$ cat src/rtl/cpu_mem_arb_pkg.sv
// Shared definitions for the instruction/data memory port arbiter.
package cpu_mem_arb_pkg;

  // Arbiter FSM encoding: one request phase and one response phase per channel.
  typedef enum logic [2:0] {
    IDLE   = 3'd0,
    I_REQ  = 3'd1,
    I_RESP = 3'd2,
    D_REQ  = 3'd3,
    D_RESP = 3'd4
  } arb_state_e;

  // Consecutive data grants tolerated while a fetch waits (legal range 1-15).
  localparam int unsigned MAX_DATA_STREAK_DEF = 4;

  // Width of the streak register; wide enough for the largest legal limit.
  localparam int unsigned STREAK_W = 4;

endpackage

$ cat src/rtl/arb_perf_counter.sv
// 32-bit event counter that wraps modulo 2^32; cleared by active-low sync reset.
module arb_perf_counter (
  input  logic        clk_i,
  input  logic        rst_ni,
  input  logic        inc_i,
  output logic [31:0] count_o
);

  logic [31:0] count_q;

  // Count one event per cycle where inc_i is high; wraps naturally.
  always_ff @(posedge clk_i) begin
    if (!rst_ni) begin
      count_q <= 32'd0;
    end else if (inc_i) begin
      count_q <= count_q + 32'd1;
    end
  end

  assign count_o = count_q;

endmodule

$ cat src/rtl/cpu_mem_arbiter.sv
// Shares one memory port between the fetch channel and the load/store channel.
// Data has priority, but a fetch is forced once MAX_DATA_STREAK data grants
// have gone by while it waited. Stores are posted (no response phase).
//
// Handshakes: every channel uses valid/ready; a transfer happens on a rising
// clock edge where both valid and ready are 1. Valid must not wait for ready.
module cpu_mem_arbiter
  import cpu_mem_arb_pkg::*;
#(
  parameter int unsigned MAX_DATA_STREAK = MAX_DATA_STREAK_DEF,
  parameter int unsigned ADDR_W          = 32,
  parameter int unsigned DATA_W          = 32
) (
  input  logic                  clk,
  input  logic                  rst,
  // Instruction-fetch channel
  input  logic [ADDR_W-1:0]     PC,
  input  logic                  Inst_Req_Valid,
  output logic                  Inst_Req_Ready,
  output logic [DATA_W-1:0]     Instruction,
  output logic                  Inst_Valid,
  input  logic                  Inst_Ready,
  // Data channel
  input  logic [ADDR_W-1:0]     Address,
  input  logic                  MemWrite,
  input  logic                  MemRead,
  input  logic [DATA_W-1:0]     Write_data,
  input  logic [DATA_W/8-1:0]   Write_strb,
  output logic                  Mem_Req_Ready,
  output logic [DATA_W-1:0]     Read_data,
  output logic                  Read_data_Valid,
  input  logic                  Read_data_Ready,
  // Downstream memory port
  output logic                  mem_req_valid,
  input  logic                  mem_req_ready,
  output logic [ADDR_W-1:0]     mem_req_addr,
  output logic                  mem_req_wen,
  output logic [DATA_W-1:0]     mem_req_wdata,
  output logic [DATA_W/8-1:0]   mem_req_wstrb,
  input  logic [DATA_W-1:0]     mem_rdata,
  input  logic                  mem_rdata_valid,
  output logic                  mem_rdata_ready,
  // Performance counters
  output logic [31:0]           perf_inst_grant,
  output logic [31:0]           perf_data_grant,
  output logic [31:0]           perf_conflict
);

  localparam logic [STREAK_W-1:0] STREAK_MAX = STREAK_W'(MAX_DATA_STREAK);

  arb_state_e          state_q, state_d;
  logic [STREAK_W-1:0] streak_q, streak_d;
  logic                dreq;
  logic                inst_inc, data_inc, conflict_inc;

  // State and streak registers.
  always_ff @(posedge clk) begin
    if (!rst) begin
      state_q  <= IDLE;
      streak_q <= '0;
    end else begin
      state_q  <= state_d;
      streak_q <= streak_d;
    end
  end

  // Next-state, streak update and all channel outputs from the current owner.
  always_comb begin
    state_d         = state_q;
    streak_d        = streak_q;
    dreq            = MemRead | MemWrite;
    Inst_Req_Ready  = 1'b0;
    Instruction     = '0;
    Inst_Valid      = 1'b0;
    Mem_Req_Ready   = 1'b0;
    Read_data       = '0;
    Read_data_Valid = 1'b0;
    mem_req_valid   = 1'b0;
    mem_req_addr    = '0;
    mem_req_wen     = 1'b0;
    mem_req_wdata   = '0;
    mem_req_wstrb   = '0;
    mem_rdata_ready = 1'b0;
    inst_inc        = 1'b0;
    data_inc        = 1'b0;

    unique case (state_q)
      IDLE: begin
        if (dreq && Inst_Req_Valid && (streak_q == STREAK_MAX)) begin
          state_d = I_REQ;
        end else if (dreq) begin
          state_d = D_REQ;
        end else if (Inst_Req_Valid) begin
          state_d = I_REQ;
        end
      end
      I_REQ: begin
        mem_req_valid  = Inst_Req_Valid;
        mem_req_addr   = PC;
        Inst_Req_Ready = mem_req_ready;
        if (Inst_Req_Valid && mem_req_ready) begin
          state_d  = I_RESP;
          inst_inc = 1'b1;
          streak_d = '0;
        end else if (!Inst_Req_Valid) begin
          state_d = IDLE;
        end
      end
      I_RESP: begin
        Inst_Valid      = mem_rdata_valid;
        Instruction     = mem_rdata_valid ? mem_rdata : '0;
        mem_rdata_ready = Inst_Ready;
        if (mem_rdata_valid && Inst_Ready) begin
          state_d = IDLE;
        end
      end
      D_REQ: begin
        mem_req_valid = dreq;
        mem_req_addr  = Address;
        mem_req_wen   = MemWrite;
        mem_req_wdata = Write_data;
        mem_req_wstrb = MemWrite ? Write_strb : '0;
        Mem_Req_Ready = mem_req_ready;
        if (dreq && mem_req_ready) begin
          data_inc = 1'b1;
          if (Inst_Req_Valid) begin
            streak_d = (streak_q < STREAK_MAX) ? streak_q + 1'b1 : streak_q;
          end else begin
            streak_d = '0;
          end
          // A store is posted; a simultaneous read request is dropped.
          state_d = MemWrite ? IDLE : D_RESP;
        end else if (!dreq) begin
          state_d = IDLE;
        end
      end
      D_RESP: begin
        Read_data_Valid = mem_rdata_valid;
        Read_data       = mem_rdata_valid ? mem_rdata : '0;
        mem_rdata_ready = Read_data_Ready;
        if (mem_rdata_valid && Read_data_Ready) begin
          state_d = IDLE;
        end
      end
      default: begin
        state_d = IDLE;
      end
    endcase

    conflict_inc = (Inst_Req_Valid && ((state_q == D_REQ) || (state_q == D_RESP))) ||
                   (dreq && ((state_q == I_REQ) || (state_q == I_RESP)));
  end

  arb_perf_counter u_cnt_inst (
    .clk_i   (clk),
    .rst_ni  (rst),
    .inc_i   (inst_inc),
    .count_o (perf_inst_grant)
  );

  arb_perf_counter u_cnt_data (
    .clk_i   (clk),
    .rst_ni  (rst),
    .inc_i   (data_inc),
    .count_o (perf_data_grant)
  );

  arb_perf_counter u_cnt_conflict (
    .clk_i   (clk),
    .rst_ni  (rst),
    .inc_i   (conflict_inc),
    .count_o (perf_conflict)
  );

endmodule
$ cat config.mk
export PLATFORM = sky130hd
export DESIGN_NAME = cpu_mem_arbiter
export DESIGN_NICKNAME = d
export VERILOG_FILES = /design/src/rtl/cpu_mem_arb_pkg.sv /design/src/rtl/arb_perf_counter.sv /design/src/rtl/cpu_mem_arbiter.sv
export SDC_FILE = /design/constraint.sdc
export NUM_CORES = 1
export LEC_CHECK = 0
export ABC_AREA = 1
export BUFFER_PORTS_ARGS = -buffer_cell sky130_fd_sc_hd__buf_2
export CAP_MARGIN = 20
export CORE_AREA = 2 2 147 149
export DETAILED_ROUTE_END_ITERATION = 16
export DIE_AREA = 0 0 149 151
export GPL_ROUTABILITY_DRIVEN = 1
export HOLD_SLACK_MARGIN = 0.02
export PLACE_DENSITY = 0.66
export SETUP_SLACK_MARGIN = 0.2
export SLEW_MARGIN = 20
export SYNTH_ARGS = -nofsm -noshare
export SYNTH_HDL_FRONTEND = slang
export SYNTH_SLANG_ARGS = --single-unit
$ cat constraint.sdc
create_clock -name clk -period 2.2 [get_ports clk]
set_input_delay 0.22 -clock clk [delete_from_list [all_inputs] [get_ports clk]]
set_output_delay 0.22 -clock clk [all_outputs]
set_load 0.1 [all_outputs]
# Word level (Yosys, flattened, before mapping)
# Cells that the tools add are included.
# classes
magnitude_cmp	1
muxes	34
n_addsub	4
reduce_logical	15
bitwise_logic	1
n_eq_ne	13
# ops
cell	count
two-way mux 32 bit	4
adder 32 x 1 -> 32 bit (second input constant)	3
one-hot mux 32 bit (2 select lines)	1
two-way mux 3 bit	10
two-way mux 4 bit	6
one-hot mux 3 bit (5 select lines)	1
two-way mux 1 bit	9
inequality test 3 bit (second input constant)	3
logical AND 1 bit	8
inequality test 2 bit (second input constant)	4
one-hot mux 4 bit (2 select lines)	1
== test 3 x 2 -> 1 bit (second input constant)	2
AND reduction 5 bit	1
adder 4 x 1 -> 4 bit (second input constant)	1
== test 4 x 3 -> 1 bit (second input constant)	1
< comparator 4 x 3 -> 1 bit (second input constant)	1
inequality test 4 bit (second input constant)	1
one-hot mux 1 bit (2 select lines)	2
AND reduction 4 bit	1
== test 3 x 1 -> 1 bit (second input constant)	1
== test 3 bit (second input constant)	1
zero test 3 bit	1
logical OR 1 bit	3
nonzero test 2 bit	1
bitwise OR 1 bit	1
# totals
in_bits	141
wordCells	73
register_bits	103
output_inout_bits	235

# Depth between registers and ports, before layout
# logic_depth
ltp_word	5
mapped_depth	11
depth_no_buf	11

# Modules after synthesis
# Synthesis repeated with hierarchy kept, for this count alone.
# hier_totals
cells_unflattened	1166
hier_area_um2	6999.2
# by_module_without_submodules
mod	area_each_um2	n_inst	cells_each	seq_area_each_um2
arb_perf_counter	1750.4	3	260	640.6
cpu_mem_arbiter	1747.9	1	386	140.1

# Worst setup path before layout
# No wires, ideal clock.
# synth_timing
path_kind	register to output
startpoint	reg state_q[2]
endpoint	out Read_data[10]
path_stages_with_launch	6
t_arrival_ps	3645
required_time_ps	1980
slack_ps	-1665
n_path_buf	1
path_cell_list	dfxtp_1 nand3_1 nor2_1 inv_1 clkbuf_1 nor2_1
# synth_via
elab_chain_len	2
# synth_rtl
element	line_no	text
start, declared	cpu_mem_arbiter.sv:51	arb_state_e state_q, state_d;
start signal, assigned	cpu_mem_arbiter.sv:62	state_q <= state_d;
== test 3 bit	cpu_mem_arbiter.sv:87	unique case (state_q)
two-way mux 32 bit	cpu_mem_arbiter.sv:87	
end, declared	cpu_mem_arbiter.sv:30	output logic [DATA_W-1:0] Read_data,
# No other way between the ends.

# Final worst setup path
# layout_timing
startpoint	reg state_q[0]
endpoint	out Instruction[10]
# layout_via
elab_chain_len	2
# layout_rtl
element	line_no	text
== test 3 x 2 -> 1 bit	cpu_mem_arbiter.sv:87	
two-way mux 32 bit	cpu_mem_arbiter.sv:87	
end, declared	cpu_mem_arbiter.sv:20	output logic [DATA_W-1:0] Instruction,
# No other way between the ends.

==> impl_results.md <==
* Outcome: finished, final reports clean
* Total gr overflow at 0
* Hold Path Class: in2reg
* Die Y at 151 um
* Post-route ant nets at 0
* Period utilization at between 90% and 100%
* Max_slew headroom at 64.4%
* Routability congestion estimate at between 0.8 and 0.9
* Most common cell after layout, fill and taps aside: nand2_1
* Pwr Density at between 800 and 900 nW/um2
* Post-CTS Setup Inserts at 0
* Core footprint at 20800 um2
* # hold bufs at CTS at 0
* Met3 Track Usage GR at about 3.6%
* CTS Buffer Depth at 2
* Root buffer cell: clkbuf_16
* Critical Path Sink Type: primary output
* Tightest Pin Transition at 0.535 ns
* Residual DRC at 0
* Gate Count Post-Synth at around 1.2k
* Worst path required time at a little under 2 ns
* Area share of the largest cell type after synthesis at between 30% and 40%
* Sw frac at between 50% and 60%
* Flop pwr share at around 21%
* Net Sw Power at roughly 5000 uW
* Finished Core Util at about 55%
* # setup viols final at 0
* Die width at 149 um
* Mapped Avg Cell Area at 5.82 um2
* CTS tree: done
* Hold slack at around 0.23 ns
* Initial core utilization at between 30% and 40%
* Vias at about 8.6k
* Part of the power in the clock network at between 10% and 20%
* Worst vdd ir at between 500 and 600 uV
* Clock transition at the registers of the reported paths at roughly 0.06 ns
* P_int at 4630 uW
* Pleak at 0.00520 uW
* Routed Wire Length at around 27000 um
* Critical path fanouts, max at 32
* Vias in the first global route at approximately 7.6k
* Ratio of cells with drive above 1 in the final layout at approximately two fifths
* Inserted Clock Buffers at 9
* WL/cell at approximately 15 um
* Area leader, netlist: dfxtp_1
* CP startpoint kind: flop
* Total GRT Usage at roughly 22%
* Post-Syn Area at ~6700 um2
* Post-DP HPWL at between 20000 and 25000 um
* Largest net degree at the start of global routing at 42
* Syn. warnings at 0
* Met1 Resource Use GR at 27.0%
* CTS sink cnt at just over 100
* Die area at roughly 22000 um2
* Number of distinct library cells after synthesis at 35
* Fin crit period at around 2 ns
* Syn nets at between 1k and 1.5k
* WS Path Type: reg2out
* RSZ-0062 raised after global routing: true
* Synth area leaders: dfxtp_1 (31%), nor2_1 (16%), nand2_1 (14%), inv_1 (11%), nand3_1 (4.4%)
* Initial DRC Count at slightly below 500
* DR pass1 iterations at 5
* Sequential area share after synthesis at 30.6%
* # IOs at 376
* Clock skew at 0.00868 ns
* Fmax at around 500 MHz
* Port bufs at between 300 and 400
* Area Overhead vs Synth at 69.5%
* Nets at around 1.7k
* Post-synthesis register bit count at a little over 100
* Logic pwr share at 62.9%
* Worst slack at placement at around 0.33 ns
* Area of placed instances at 10700 um2
* Hold Vio Cnt, Final at 0
* First-pass GRT wire length at 39600 um
* Met2 usage at between 30% and 40%
* Clk Latency, worst-skew pair at 0.35 ns
* Busiest layer in global routing: met2
* Vias/cell at 4.74
* Initial antenna violation count at 7
* H-tree levels at 3
* Slew Limit Fails at 0
* Final Cell Area at 11400 um2
* Maxcap violations at 0
* Final WS setup at 0.203 ns
* Commonest non-fill, non-tap cells in the layout: nand2_1 (255), buf_2 (242), nor2_1 (210)
* Rows at 53
* Critical Path AT at between 1.5 and 2 ns
## layer usage
layer	share of wire (%)	vias up
met1	41	3895
met3	6.6	43
li1	-	4350
met5	0.12	-
met4	2.3	4
met2	50	316
## synth_stat cells
| master | n |
|---|---|
| nor2_4 | 7 |
| nand2_2 | 3 |
| a22o_1 | 33 |
| clkbuf_1 | 22 |
| nor3_1 | 24 |
| and3_1 | 3 |
| buf_4 | 1 |
| o22ai_1 | 1 |
| nand3_1 | 60 |
| o21ai_0 | 36 |
| a21oi_2 | 1 |
| xnor2_1 | 5 |
| nor2_2 | 5 |
| dfxtp_1 | 103 |
| o21bai_1 | 5 |
| ha_1 | 5 |
| buf_1 | 4 |
| nor2_1 | 290 |
| a211oi_1 | 2 |
| nand3_2 | 1 |
| nand2_4 | 1 |
| nor3b_1 | 3 |
| nand3_4 | 1 |
| xor2_1 | 6 |
| o21a_1 | 1 |
| nor3_2 | 1 |
| a21oi_1 | 43 |
| buf_2 | 4 |
| inv_2 | 1 |
| inv_1 | 200 |
| nand2_1 | 256 |
| buf_6 | 1 |
| nand3b_1 | 1 |
| a31oi_1 | 2 |
| nand4_1 | 27 |
## through the flow
| step | instances | total power [uW] | TNS, ns |
|---|---|---|---|
| floorplan | 1159 | 6200 | -2.00 |
| global placement | 1792 | 7950 | 0 |
| detailed placement | 1792 | 7980 | 0 |
| CTS | 1808 | 9670 | 0 |
| global route | 1814 | 10100 | 0 |
| finish | 1815 | 9740 | 0 |
## power groups by stage
stage / clock network [uW] / logic, uW / registers [uW]
2_1_floorplan: 0 / 3970 / 2230
3_3_place_gp: 0 / 5910 / 2040
3_5_place_dp: 0 / 5930 / 2050
4_1_cts: 1650 / 6010 / 2000
5_1_grt: 1710 / 6320 / 2010
6_report: 1610 / 6130 / 2010
## final cells by class
cell class / instances / area (um2)
Fill cell: 1965 / 9380
Multi-Input combinational cell: 823 / 4450
Timing Repair Buffer: 391 / 3450
Sequential cell: 103 / 2120
Inverter: 201 / 769
Tap cell: 275 / 344
Clock buffer: 11 / 233
Clock inverter: 5 / 56.3
Antenna cell: 6 / 15.0
## sequential cells by signal (all words and copies together), names as in the netlist
register	flops
u_cnt_data.count_o	32
state_q	3
u_cnt_conflict.count_o	32
u_cnt_inst.count_o	32
streak_q	4
## repair_timing
| item | CTS | global route |
|---|---|---|
| setup endpoints to repair | 87 | 131 |
| resized for setup | 73 | 51 |
| cloned | 0 | 1 |
| pin swaps | 0 | 1 |
## worst max-delay path, stage by stage (launching register included)
cell,delay [ns]
dfxtp_2,0.36
inv_2,0.10
nand3_4,0.09
nor2_4,0.19
inv_8,0.19
nor2_4,0.15
clkbuf_4,0.33
## worst paths after layout
path | startpoint | endpoint | slack [ns] | cells after the start
min | Read_data_Ready | state_q[2] | 0.23 | 4
max reg2reg | u_cnt_data.count_o[16] | u_cnt_data.count_o[30] | 0.44 | 8
min reg2reg | u_cnt_data.count_o[5] | u_cnt_data.count_o[5] | 0.46 | 1
max | state_q[0] | Instruction[10] | 0.20 | 6
## cell families after synthesis
kind of cell,Yosys count,synth area share (%)
DFF,103,30.6
adders and majority gates,5,0.927
xor gates and xnor gates,11,1.43
AOI/OAI and AO/OA,124,11.4
buffers and inverters,233,13.2
and+or+nand+nor,683,42.5
Note: power is estimated with default switching activity, not from simulation.
